[src/rtl/color_regfile_param.sv]
// color_regfile_param: per-channel RGB colour registers updated by handshaked commands and preset buttons
module color_regfile_param #(
    parameter int NUM_CH     = 4,
    parameter int CH_W       = 2,
    parameter int NUM_PRESET = 8,
    parameter int PRE_W      = 3
) (
    input  logic                      clk,
    input  logic                      rst,
    input  logic [CH_W-1:0]           channel,
    input  logic [3:0]                address,
    input  logic [3:0]                data,
    input  logic                      valid,
    output logic                      ack,
    output logic                      err,
    input  logic                      color_next,
    input  logic                      color_prev,
    output logic [NUM_CH*24-1:0]      rgb,
    output logic [NUM_CH*PRE_W-1:0]   preset_idx
);
    typedef enum logic {IDLE, ACK} state_t;

    localparam logic [23:0] ROM [8] = '{24'hFF0000, 24'h00FF00, 24'h0000FF, 24'hFFFF00,
                                        24'h00FFFF, 24'hFF00FF, 24'hFFFFFF, 24'h000000};

    function automatic logic [23:0] rom(input logic [PRE_W-1:0] k);
        logic [31:0] kk;
        kk = 32'(k);
        return ROM[kk[2:0]];
    endfunction

    state_t            state_q, state_d;
    logic              ack_q, ack_d, err_q, err_d;
    logic              nxt_hist_q, prv_hist_q;
    logic [23:0]       rgb_q [NUM_CH];
    logic [23:0]       rgb_d [NUM_CH];
    logic [PRE_W-1:0]  idx_q [NUM_CH];
    logic [PRE_W-1:0]  idx_d [NUM_CH];
    logic [PRE_W-1:0]  pre, src_idx;
    logic [CH_W-1:0]   src;
    logic [23:0]       src_rgb;
    logic              fire, legal, ch_ok, fwd, step;

    assign pre   = PRE_W'(data);
    assign src   = CH_W'(data);
    assign fire  = state_q == IDLE && valid;
    assign ch_ok = 32'(channel) < NUM_CH;
    assign legal = ch_ok && address >= 4'd3 && address <= 4'd10 &&
                   (address != 4'd9 || 32'(pre) < NUM_PRESET) &&
                   (address != 4'd10 || 32'(src) < NUM_CH);
    // both buttons rising together cancel out
    assign fwd   = color_next & ~nxt_hist_q;
    assign step  = fwd ^ (color_prev & ~prv_hist_q);

    // snapshot of the copy source as it stood before this edge
    always_comb begin
        src_rgb = '0;
        src_idx = '0;
        for (int i = 0; i < NUM_CH; i++) begin
            if (src == CH_W'(i)) begin
                src_rgb = rgb_q[i];
                src_idx = idx_q[i];
            end
        end
    end

    // command update first, then a button step on the same channel overrides it
    always_comb begin
        for (int i = 0; i < NUM_CH; i++) begin
            rgb_d[i] = rgb_q[i];
            idx_d[i] = idx_q[i];
            if (fire && legal && channel == CH_W'(i)) begin
                if (address == 4'd9) begin
                    idx_d[i] = pre;
                    rgb_d[i] = rom(pre);
                end else if (address == 4'd10) begin
                    idx_d[i] = src_idx;
                    rgb_d[i] = src_rgb;
                end else begin
                    rgb_d[i][4*(8-int'(address)) +: 4] = data;
                end
            end
            if (step && channel == CH_W'(i)) begin
                idx_d[i] = fwd ? (idx_q[i] == PRE_W'(NUM_PRESET-1) ? '0 : idx_q[i] + 1'b1)
                               : (idx_q[i] == '0 ? PRE_W'(NUM_PRESET-1) : idx_q[i] - 1'b1);
                rgb_d[i] = rom(idx_d[i]);
            end
        end
    end

    // handshake: accept in IDLE, spend one cycle in ACK pulsing ack or err
    always_comb begin
        state_d = fire ? ACK : IDLE;
        ack_d   = fire && legal;
        err_d   = fire && !legal;
    end

    // all state registers
    always_ff @(posedge clk or posedge rst) begin
        if (rst) begin
            state_q    <= IDLE;
            ack_q      <= 1'b0;
            err_q      <= 1'b0;
            nxt_hist_q <= 1'b0;
            prv_hist_q <= 1'b0;
            for (int i = 0; i < NUM_CH; i++) begin
                idx_q[i] <= PRE_W'(i % NUM_PRESET);
                rgb_q[i] <= rom(PRE_W'(i % NUM_PRESET));
            end
        end else begin
            state_q    <= state_d;
            ack_q      <= ack_d;
            err_q      <= err_d;
            nxt_hist_q <= color_next;
            prv_hist_q <= color_prev;
            rgb_q      <= rgb_d;
            idx_q      <= idx_d;
        end
    end

    assign ack = ack_q;
    assign err = err_q;

    for (genvar g = 0; g < NUM_CH; g++) begin : g_out
        assign rgb[24*g +: 24]              = rgb_q[g];
        assign preset_idx[PRE_W*g +: PRE_W] = idx_q[g];
    end
endmodule

[config.mk]
export PLATFORM = sky130hd
export DESIGN_NAME = color_regfile_param
export DESIGN_NICKNAME = d
export VERILOG_FILES = /design/src/rtl/color_regfile_param.sv
export SDC_FILE = /design/constraint.sdc
export NUM_CORES = 1
export LEC_CHECK = 0
export CAP_MARGIN = 20
export CORE_ASPECT_RATIO = 0.75
export CORE_MARGIN = 10
export CORE_UTILIZATION = 55
export CTS_CLUSTER_DIAMETER = 60
export DETAILED_ROUTE_END_ITERATION = 8
export PLACE_DENSITY_LB_ADDON = 0.05
export SYNTH_ARGS = -nofsm -noshare
export SYNTH_HDL_FRONTEND = slang
export SYNTH_SLANG_ARGS = --single-unit
[constraint.sdc]
create_clock -name clk -period 5.91 [get_ports clk]
set_input_delay 1.773 -clock clk [delete_from_list [all_inputs] [get_ports clk]]
set_output_delay 1.773 -clock clk [all_outputs]
set_load 0.005 [all_outputs]
==> results.yml, run 1 <==
timing:
  final_period_minus_worst_setup_slack_ns: 4.74
  finalHoldViolations: 0
  worst_slew_margin_rel_pct: 25.5
  totalNegativeSetupSlack_ns: 0
  finalMaxSlewViolations: 0
  skew_ns: 0.00734
  grt_setup_unrepaired: "no"
  timing.final.setup_violations: 0
  final_min_period_over_clock_period_pct: 80.1
  least_margin_pin_slew_ns: 1.11
  max_clock_freq_mhz: 211
cts:
  cts_post_setup_buffers_inserted: 0
  num_clock_sinks: 113
  post_cts_resize_count: 0
  clock_buffers_created_by_tritoncts: 17
  cts_tree: "built"
  clockBufferDepth: 2
  clk_latency_ns: 0.43
  clockRootBuffer: "sky130_fd_sc_hd__clkbuf_16"
  h_tree_depth: 4
  cts_hold_repair.buffers: 0
  clk_pin_slew_ns: 0.06
floorplan:
  core-area_sq_mm: 0.0136
  start_util_pct: 55.7
  num_io_pins: 125
  die_w_microns: 156
  fp.dieArea_sq_mm: 0.0189
  dieHeight_microns: 122
  placement_rows: 37
placed_design:
  replace_congestion: 1.01
  hpwl_microns: 20500
  io_buffer_count: 124
logic_synthesis:
  netlist_instances: 849
  synth_ff_type: "sky130_fd_sc_hd__dfrtp_1"
  fraction_of_the_yosys_area_taken_by_sequential_cells_pct: 38.1
  synthArstFlopShare_pct: 100
  yosysWarningCount: 0
  synth.avg_cell_area_sq_um: 8.92
  synth.distinct_cells: 69
  syn_nets: 889
  netlist_area_sq_mm: 0.00758
  number_of_flip_flops_and_latches_in_the_synthesized_netlist: 113
  synth_enable_flop_cells: 0
worst_setup_path:
  critical_path.reg2reg.endpoint: "rgb[31]$_DFFE_PP0P_"
  cp-end-kind: "register"
  launching_point_of_the_worst_reg2reg_path: "nxt_hist_q$_DFF_PP0_"
  timing.critical_path.fanout_max: 8
  critPathLaunchType: "primary input"
  rrSetupSlack_ns: 2.96
  cp_data_required_time_ns: 6.25
  reg2regPathDepth: 6
  timing.critical_path.arrival_ns: 5.08
  critPathKind: "in2reg"
layout:
  antenna_cells_inserted: 0
  fillCellCount: 1082
  ratio_of_cells_with_drive_above_1_in_the_final_layout_pct: 16.3
  nNetsFinal: 1009
  area_growth_syn_to_layout_pct: 26.4
route:
  met1_wire_length_microns: 11100
  detail-route-antenna-nets: 0
  routed_wirelength_microns: 27400
  drt-initial-drc-count: 866
  routed-wl-met2_microns: 11800
  routed_wire_length_per_instance_microns: 23.7
  met3_length_microns: 3470
  route.top_layer_used: "met4"
  drt-pass1-iter-count: 5
  post_route_drc_violation_count: 0
  dr_vias: 7612
  vias_per_cell: 6.58
grt:
  grt_pass1_wl_microns: 42300
  global_route.overflow_total: 0
  grt_max_degree: 87
  grt.total_usage_pct: 28.5
  antenna_found_initial: 0
  grt_pass1_vias: 7548
pwr:
  total_leakage_power_nw: 4.00
  ir_drop_v: 0.000358
  power_mw: 3.70
  p_per_area_mw_per_mm2: 387
flow_run:
  drv_cap: 0
worst_hold_path:
  worstHoldStart: "rgb[48]$_DFFE_PP1P_"
  timing.hold.worst_path_depth: 2
  worst_hold_path.endpoint: "rgb[48]$_DFFE_PP1P_"
  worst_hold_path_type: "reg2reg"
run_status:
  status: "complete, no violations"
[worst max-delay path by stage]
stage	start	endpoint
4_1_cts	address[0]	rgb[27]$_DFFE_PP0P_
2_1_floorplan	rst	ack$_DFF_PP0_
3_3_place_gp	address[0]	rgb[25]$_DFFE_PP0P_
3_5_place_dp	address[0]	rgb[27]$_DFFE_PP0P_
5_1_grt	address[0]	rgb[24]$_DFFE_PP0P_
6_report	address[0]	rgb[27]$_DFFE_PP0P_
[cell type report]
| class | instances | area (sq um) | share of cell area, % |
|---|---|---|---|
| multi-input cells | 652 | 4340 | 45.4 |
| flip-flops and latches | 113 | 2880 | 30.1 |
| repair buffers | 146 | 1430 | 14.9 |
| clock buffers | 19 | 443 | 4.63 |
| well taps | 175 | 219 | 2.29 |
| inverters | 39 | 149 | 1.55 |
| clock inverters | 13 | 113 | 1.18 |
[metrics by stage]
step           instance area, sq um  util, %  hold WS, ns  setup slack (ns)  cells
6_report                       9580     70.4        0.495              1.17   1157
4_1_cts                        9550     70.2        0.492              1.21   1156
5_1_grt                        9580     70.4        0.516             0.908   1157
3_5_place_dp                   8990     66.1        0.484             0.790   1124
2_1_floorplan                  7580        -        0.465              1.22    849
3_3_place_gp                   8990     66.1        0.468             0.831   1124
[worst max-delay path, stage by stage]
cell                              delay, ns
sky130_fd_sc_hd__clkdlybuf4s50_1       0.64
sky130_fd_sc_hd__inv_1                 0.16
sky130_fd_sc_hd__ha_1                  0.31
sky130_fd_sc_hd__nor2_1                0.34
sky130_fd_sc_hd__nor4_4                0.11
sky130_fd_sc_hd__o21ai_0               0.64
sky130_fd_sc_hd__buf_4                 0.28
sky130_fd_sc_hd__a21boi_1              0.55
sky130_fd_sc_hd__mux2i_1               0.26
[logic make-up (layout without fill, tap and decap cells)]
group                    Yosys count  in the layout  synth area share [%]
flip-flops                       113            113                  38.1
adder cells (fa/ha/maj)           25             25                  4.13
XOR/XNOR                          15             15                  2.77
buffers and inverters             84            217                  4.62
multiplexers                      45             45                  6.52
AND/OR/NAND/NOR                  287            287                  18.2
AO/OA/AOI/OAI                    280            280                  25.7
[synth_stat cells, types with 5 or more instances]
library cell / count / share of area, %
sky130_fd_sc_hd__and2_1: 8 / 0.66
sky130_fd_sc_hd__inv_1: 39 / 1.9
sky130_fd_sc_hd__o22a_1: 16 / 1.8
sky130_fd_sc_hd__dfrtp_1: 69 / 23
sky130_fd_sc_hd__a21o_1: 5 / 0.50
sky130_fd_sc_hd__a211oi_2: 5 / 0.83
sky130_fd_sc_hd__a22oi_1: 19 / 1.9
sky130_fd_sc_hd__nand3b_1: 16 / 1.6
sky130_fd_sc_hd__buf_2: 12 / 0.79
sky130_fd_sc_hd__o21ai_2: 5 / 0.58
sky130_fd_sc_hd__mux2_2: 25 / 3.7
sky130_fd_sc_hd__nor4_1: 5 / 0.41
sky130_fd_sc_hd__nand3_1: 9 / 0.59
sky130_fd_sc_hd__ha_1: 25 / 4.1
sky130_fd_sc_hd__o211ai_1: 15 / 1.5
sky130_fd_sc_hd__nand2_1: 94 / 4.7
sky130_fd_sc_hd__o22ai_1: 12 / 0.99
sky130_fd_sc_hd__a31oi_1: 30 / 2.5
sky130_fd_sc_hd__a221oi_1: 8 / 0.92
sky130_fd_sc_hd__o21ai_0: 30 / 2.0
sky130_fd_sc_hd__a211oi_1: 17 / 1.7
sky130_fd_sc_hd__nand2b_1: 19 / 1.6
sky130_fd_sc_hd__mux2i_1: 17 / 2.2
sky130_fd_sc_hd__dfstp_2: 44 / 15
sky130_fd_sc_hd__a21oi_1: 68 / 4.5
sky130_fd_sc_hd__xnor2_1: 9 / 1.0
sky130_fd_sc_hd__a22o_1: 6 / 0.69
sky130_fd_sc_hd__clkbuf_1: 28 / 1.4
sky130_fd_sc_hd__a2bb2oi_1: 5 / 0.58
sky130_fd_sc_hd__o21ai_1: 5 / 0.33
sky130_fd_sc_hd__nor2b_1: 7 / 0.58
sky130_fd_sc_hd__nor2_1: 91 / 4.5
sky130_fd_sc_hd__nor3_1: 13 / 0.86
sky130_fd_sc_hd__nand4_1: 5 / 0.41
sky130_fd_sc_hd__a21oi_2: 5 / 0.58
[routing by layer]
layer,up-vias,track usage [%]
met4,0,12.5
met1,3637,37.6
met5,-,0
met3,89,9.01
met2,525,42.3
li1,3361,-
[layout by cell type (no fill, tap or decap), types with 5 or more instances in the layout]
cell type / n
sky130_fd_sc_hd__a211oi_1: 17
sky130_fd_sc_hd__a211oi_2: 5
sky130_fd_sc_hd__a21o_1: 5
sky130_fd_sc_hd__a21oi_1: 68
sky130_fd_sc_hd__a21oi_2: 5
sky130_fd_sc_hd__a221oi_1: 8
sky130_fd_sc_hd__a22o_1: 6
sky130_fd_sc_hd__a22oi_1: 19
sky130_fd_sc_hd__a2bb2oi_1: 5
sky130_fd_sc_hd__a31oi_1: 30
sky130_fd_sc_hd__and2_1: 8
sky130_fd_sc_hd__buf_4: 21
sky130_fd_sc_hd__clkbuf_16: 17
sky130_fd_sc_hd__clkdlybuf4s50_1: 124
sky130_fd_sc_hd__clkinvlp_4: 6
sky130_fd_sc_hd__dfrtp_1: 69
sky130_fd_sc_hd__dfstp_2: 44
sky130_fd_sc_hd__ha_1: 25
sky130_fd_sc_hd__inv_1: 38
sky130_fd_sc_hd__mux2_2: 25
sky130_fd_sc_hd__mux2i_1: 17
sky130_fd_sc_hd__nand2_1: 94
sky130_fd_sc_hd__nand2b_1: 19
sky130_fd_sc_hd__nand3_1: 9
sky130_fd_sc_hd__nand3b_1: 16
sky130_fd_sc_hd__nand4_1: 5
sky130_fd_sc_hd__nor2_1: 91
sky130_fd_sc_hd__nor2b_1: 7
sky130_fd_sc_hd__nor3_1: 13
sky130_fd_sc_hd__nor4_1: 5
sky130_fd_sc_hd__o211ai_1: 15
sky130_fd_sc_hd__o21ai_0: 30
sky130_fd_sc_hd__o21ai_1: 5
sky130_fd_sc_hd__o21ai_2: 5
sky130_fd_sc_hd__o22a_1: 16
sky130_fd_sc_hd__o22ai_1: 12
sky130_fd_sc_hd__xnor2_1: 9
[power by group]
part	leakage, nW	internal, mW	switching (mW)
registers	1.32	1.07	0.232
clock network	0.257	0.586	0.395
logic	2.42	0.736	0.689
[flip-flops by register name, summed over array words and instances (netlist names)]
register	cells
ack	1
err	1
nxt_hist_q	1
preset_idx	12
prv_hist_q	1
rgb	96
state_q	1
No activity file was read; power rests on OpenSTA's default activity.
==> run 2: changes to the inputs <==
- CORE_UTILIZATION: 55 -> 49
- clock period: 5.91 -> 4 ns (I/O delays scaled with it)
==> run 2 against run 1 <==
Compared with the run above: clock-buffer cell count decreased by 2; critical path type unchanged; sequential cell count unchanged; worst setup slack got worse by 0.98 ns; clock skew increased by 0.0023 ns; register-to-register slack got worse by 1.6 ns; global-route usage decreased by 1.5 points; wire length increased by 4.8%; clock power increased by 49%; die area increased by 10%; critical endpoint is now rgb[35]$_DFFE_PP1P_; core utilization decreased by 4.0 points.
==> results.yml, run 2 (same netlist as run 1, synthesis figures left out) <==
cts:
  cts_tree: "built"
  clockBufferDepth: 2
  cts_hold_repair.buffers: 0
  num_clock_sinks: 113
  clk_latency_ns: 0.43
  clock_buffers_created_by_tritoncts: 17
  cts_post_setup_buffers_inserted: 0
  clockRootBuffer: "sky130_fd_sc_hd__clkbuf_16"
  clk_pin_slew_ns: 0.06
  h_tree_depth: 4
  post_cts_resize_count: 0
worst_setup_path:
  timing.critical_path.arrival_ns: 4.16
  critPathLaunchType: "primary input"
  cp-end-kind: "register"
  cp_data_required_time_ns: 4.36
  timing.critical_path.fanout_max: 7
  critPathKind: "in2reg"
  reg2regPathDepth: 9
timing:
  final_period_minus_worst_setup_slack_ns: 3.80
  timing.final.setup_violations: 0
  worst_slack_ns: 0.198
  least_margin_pin_slew_ns: 0.892
  max_clock_freq_mhz: 263
  totalNegativeSetupSlack_ns: 0
  finalMaxSlewViolations: 0
  skew_ns: 0.00965
  worst_slew_margin_rel_pct: 40.3
  finalHoldViolations: 0
  final_min_period_over_clock_period_pct: 95.0
  grt_setup_unrepaired: "no"
placed_design:
  hpwl_microns: 21800
  placed_cells: 1210
  io_buffer_count: 124
  place_ws_ns: -0.153
  replace_congestion: 0.977
route:
  drt-initial-drc-count: 769
  routed_wire_length_per_instance_microns: 23.1
  routed_wirelength_microns: 28700
  detail-route-antenna-nets: 0
  drt-pass1-iter-count: 8
  vias_per_cell: 6.24
  dr_vias: 7753
  post_route_drc_violation_count: 0
layout:
  finalNonFillerCells: 1242
  mostFrequentLayoutCells: "sky130_fd_sc_hd__clkdlybuf4s50_1, sky130_fd_sc_hd__nand2_1, sky130_fd_sc_hd__nor2_1, sky130_fd_sc_hd__buf_4, sky130_fd_sc_hd__dfrtp_1"
  antenna_cells_inserted: 0
  postLayoutCoreUtil_pct: 66.3
  layout.cells.most_common: "sky130_fd_sc_hd__clkdlybuf4s50_1"
  nNetsFinal: 1064
  fillCellCount: 1212
  area_growth_syn_to_layout_pct: 32.9
  ratio_of_cells_with_drive_above_1_in_the_final_layout_pct: 20.9
  largest_register_ffs: 96
floorplan:
  fp.dieArea_sq_mm: 0.0209
  num_io_pins: 125
  start_util_pct: 49.9
  dieHeight_microns: 128
  die_w_microns: 164
  core-area_sq_mm: 0.0152
  placement_rows: 39
grt:
  grt_pass1_vias: 7590
  global_route.overflow_total: 0
  antenna_found_initial: 1
  grt.total_usage_pct: 27.0
  grt_pass1_wl_microns: 43800
  grt_max_degree: 59
pwr:
  power_switching_share_pct: 35.5
  switching_power_mw: 1.98
  power_mw: 5.56
  power_report.internal_total_mw: 3.59
  power_frac_seq_pct: 34.4
  ir_drop_v: 0.000296
  power_frac_clock_pct: 26.2
  logic_gate_share_of_total_power_pct: 39.4
  p_per_area_mw_per_mm2: 553
  total_leakage_power_nw: 4.28
flow_run:
  drv_cap: 0
worst_hold_path:
  worst_hold_path_type: "reg2reg"
  timing.hold.worst_path_depth: 2
run_status:
  status: "complete, no violations"
run 2: cell types whose count changed in the layout (fill, tap and decap cells not counted), moves of 2 or more:
cell / before / now
sky130_fd_sc_hd__inv_6: 1 / 3
sky130_fd_sc_hd__buf_12: 0 / 4
sky130_fd_sc_hd__clkinv_4: 1 / 4
sky130_fd_sc_hd__buf_4: 21 / 73
run 2: area by class of cell:
type | count | area, sq um | area share (%)
timing repair buffer | 201 | 1870 | 18.6
clock inverter | 15 | 136 | 1.35
multi-input combinational | 652 | 4350 | 43.2
sequential | 113 | 2880 | 28.6
tap | 205 | 256 | 2.55
inverter | 39 | 150 | 1.49
clock buffer | 17 | 425 | 4.23
run 2: final timing paths:
check / end / slack, ns / start
max: rgb[35]$_DFFE_PP1P_ / 0.20 / address[1]
min: rgb[48]$_DFFE_PP1P_ / 0.50 / rgb[48]$_DFFE_PP1P_
max reg2reg: rgb[59]$_DFFE_PP0P_ / 1.34 / preset_idx[7]$_DFFE_PP1P_
min reg2reg: rgb[48]$_DFFE_PP1P_ / 0.50 / rgb[48]$_DFFE_PP1P_
max in group asynchronous: rgb[22]$_DFFE_PP1P_ / 1.92 / rst
min in group asynchronous: rgb[10]$_DFFE_PP0P_ / 1.26 / rst
run 2: power by group through the flow:
stage	Combinational (mW)	Sequential [mW]	Clock, mW
3_3_place_gp	2.11	1.90	0
6_report	2.19	1.91	1.46
4_1_cts	2.19	1.90	1.47
2_1_floorplan	1.04	1.85	0
3_5_place_dp	2.17	1.91	0
5_1_grt	2.36	1.95	1.51
run 2: metal layers:
layer  wire length, microns  GRT usage [%]  part of all wire [%]  vias to the layer above
met3                   3070           6.68                    11                       77
li1                       -              -                     -                     3482
met5                      0              0                     0                        -
met2                  12500           39.8                    43                      457
met1                  12200           36.7                    42                     3737
met4                   1010           11.9                   3.5                        0
run 2: critical path, cell delays in order:
cell	delay [ns]
sky130_fd_sc_hd__clkdlybuf4s50_1	0.59
sky130_fd_sc_hd__inv_1	0.12
sky130_fd_sc_hd__ha_1	0.30
sky130_fd_sc_hd__xnor2_1	0.20
sky130_fd_sc_hd__mux2i_1	0.68
sky130_fd_sc_hd__nor2_1	0.21
sky130_fd_sc_hd__a21boi_1	0.30
sky130_fd_sc_hd__buf_4	0.20
sky130_fd_sc_hd__mux2_2	0.34
run 2: per-stage QoR:
| stage | cell area (sq um) | hold WS (ns) |
|---|---|---|
| after floorplan | 7580 | 0.465 |
| after global routing | 10100 | 0.515 |
| after global placement | 9500 | 0.471 |
| final | 10100 | 0.500 |
| after detailed placement | 9500 | 0.493 |
| after CTS | 10100 | 0.502 |
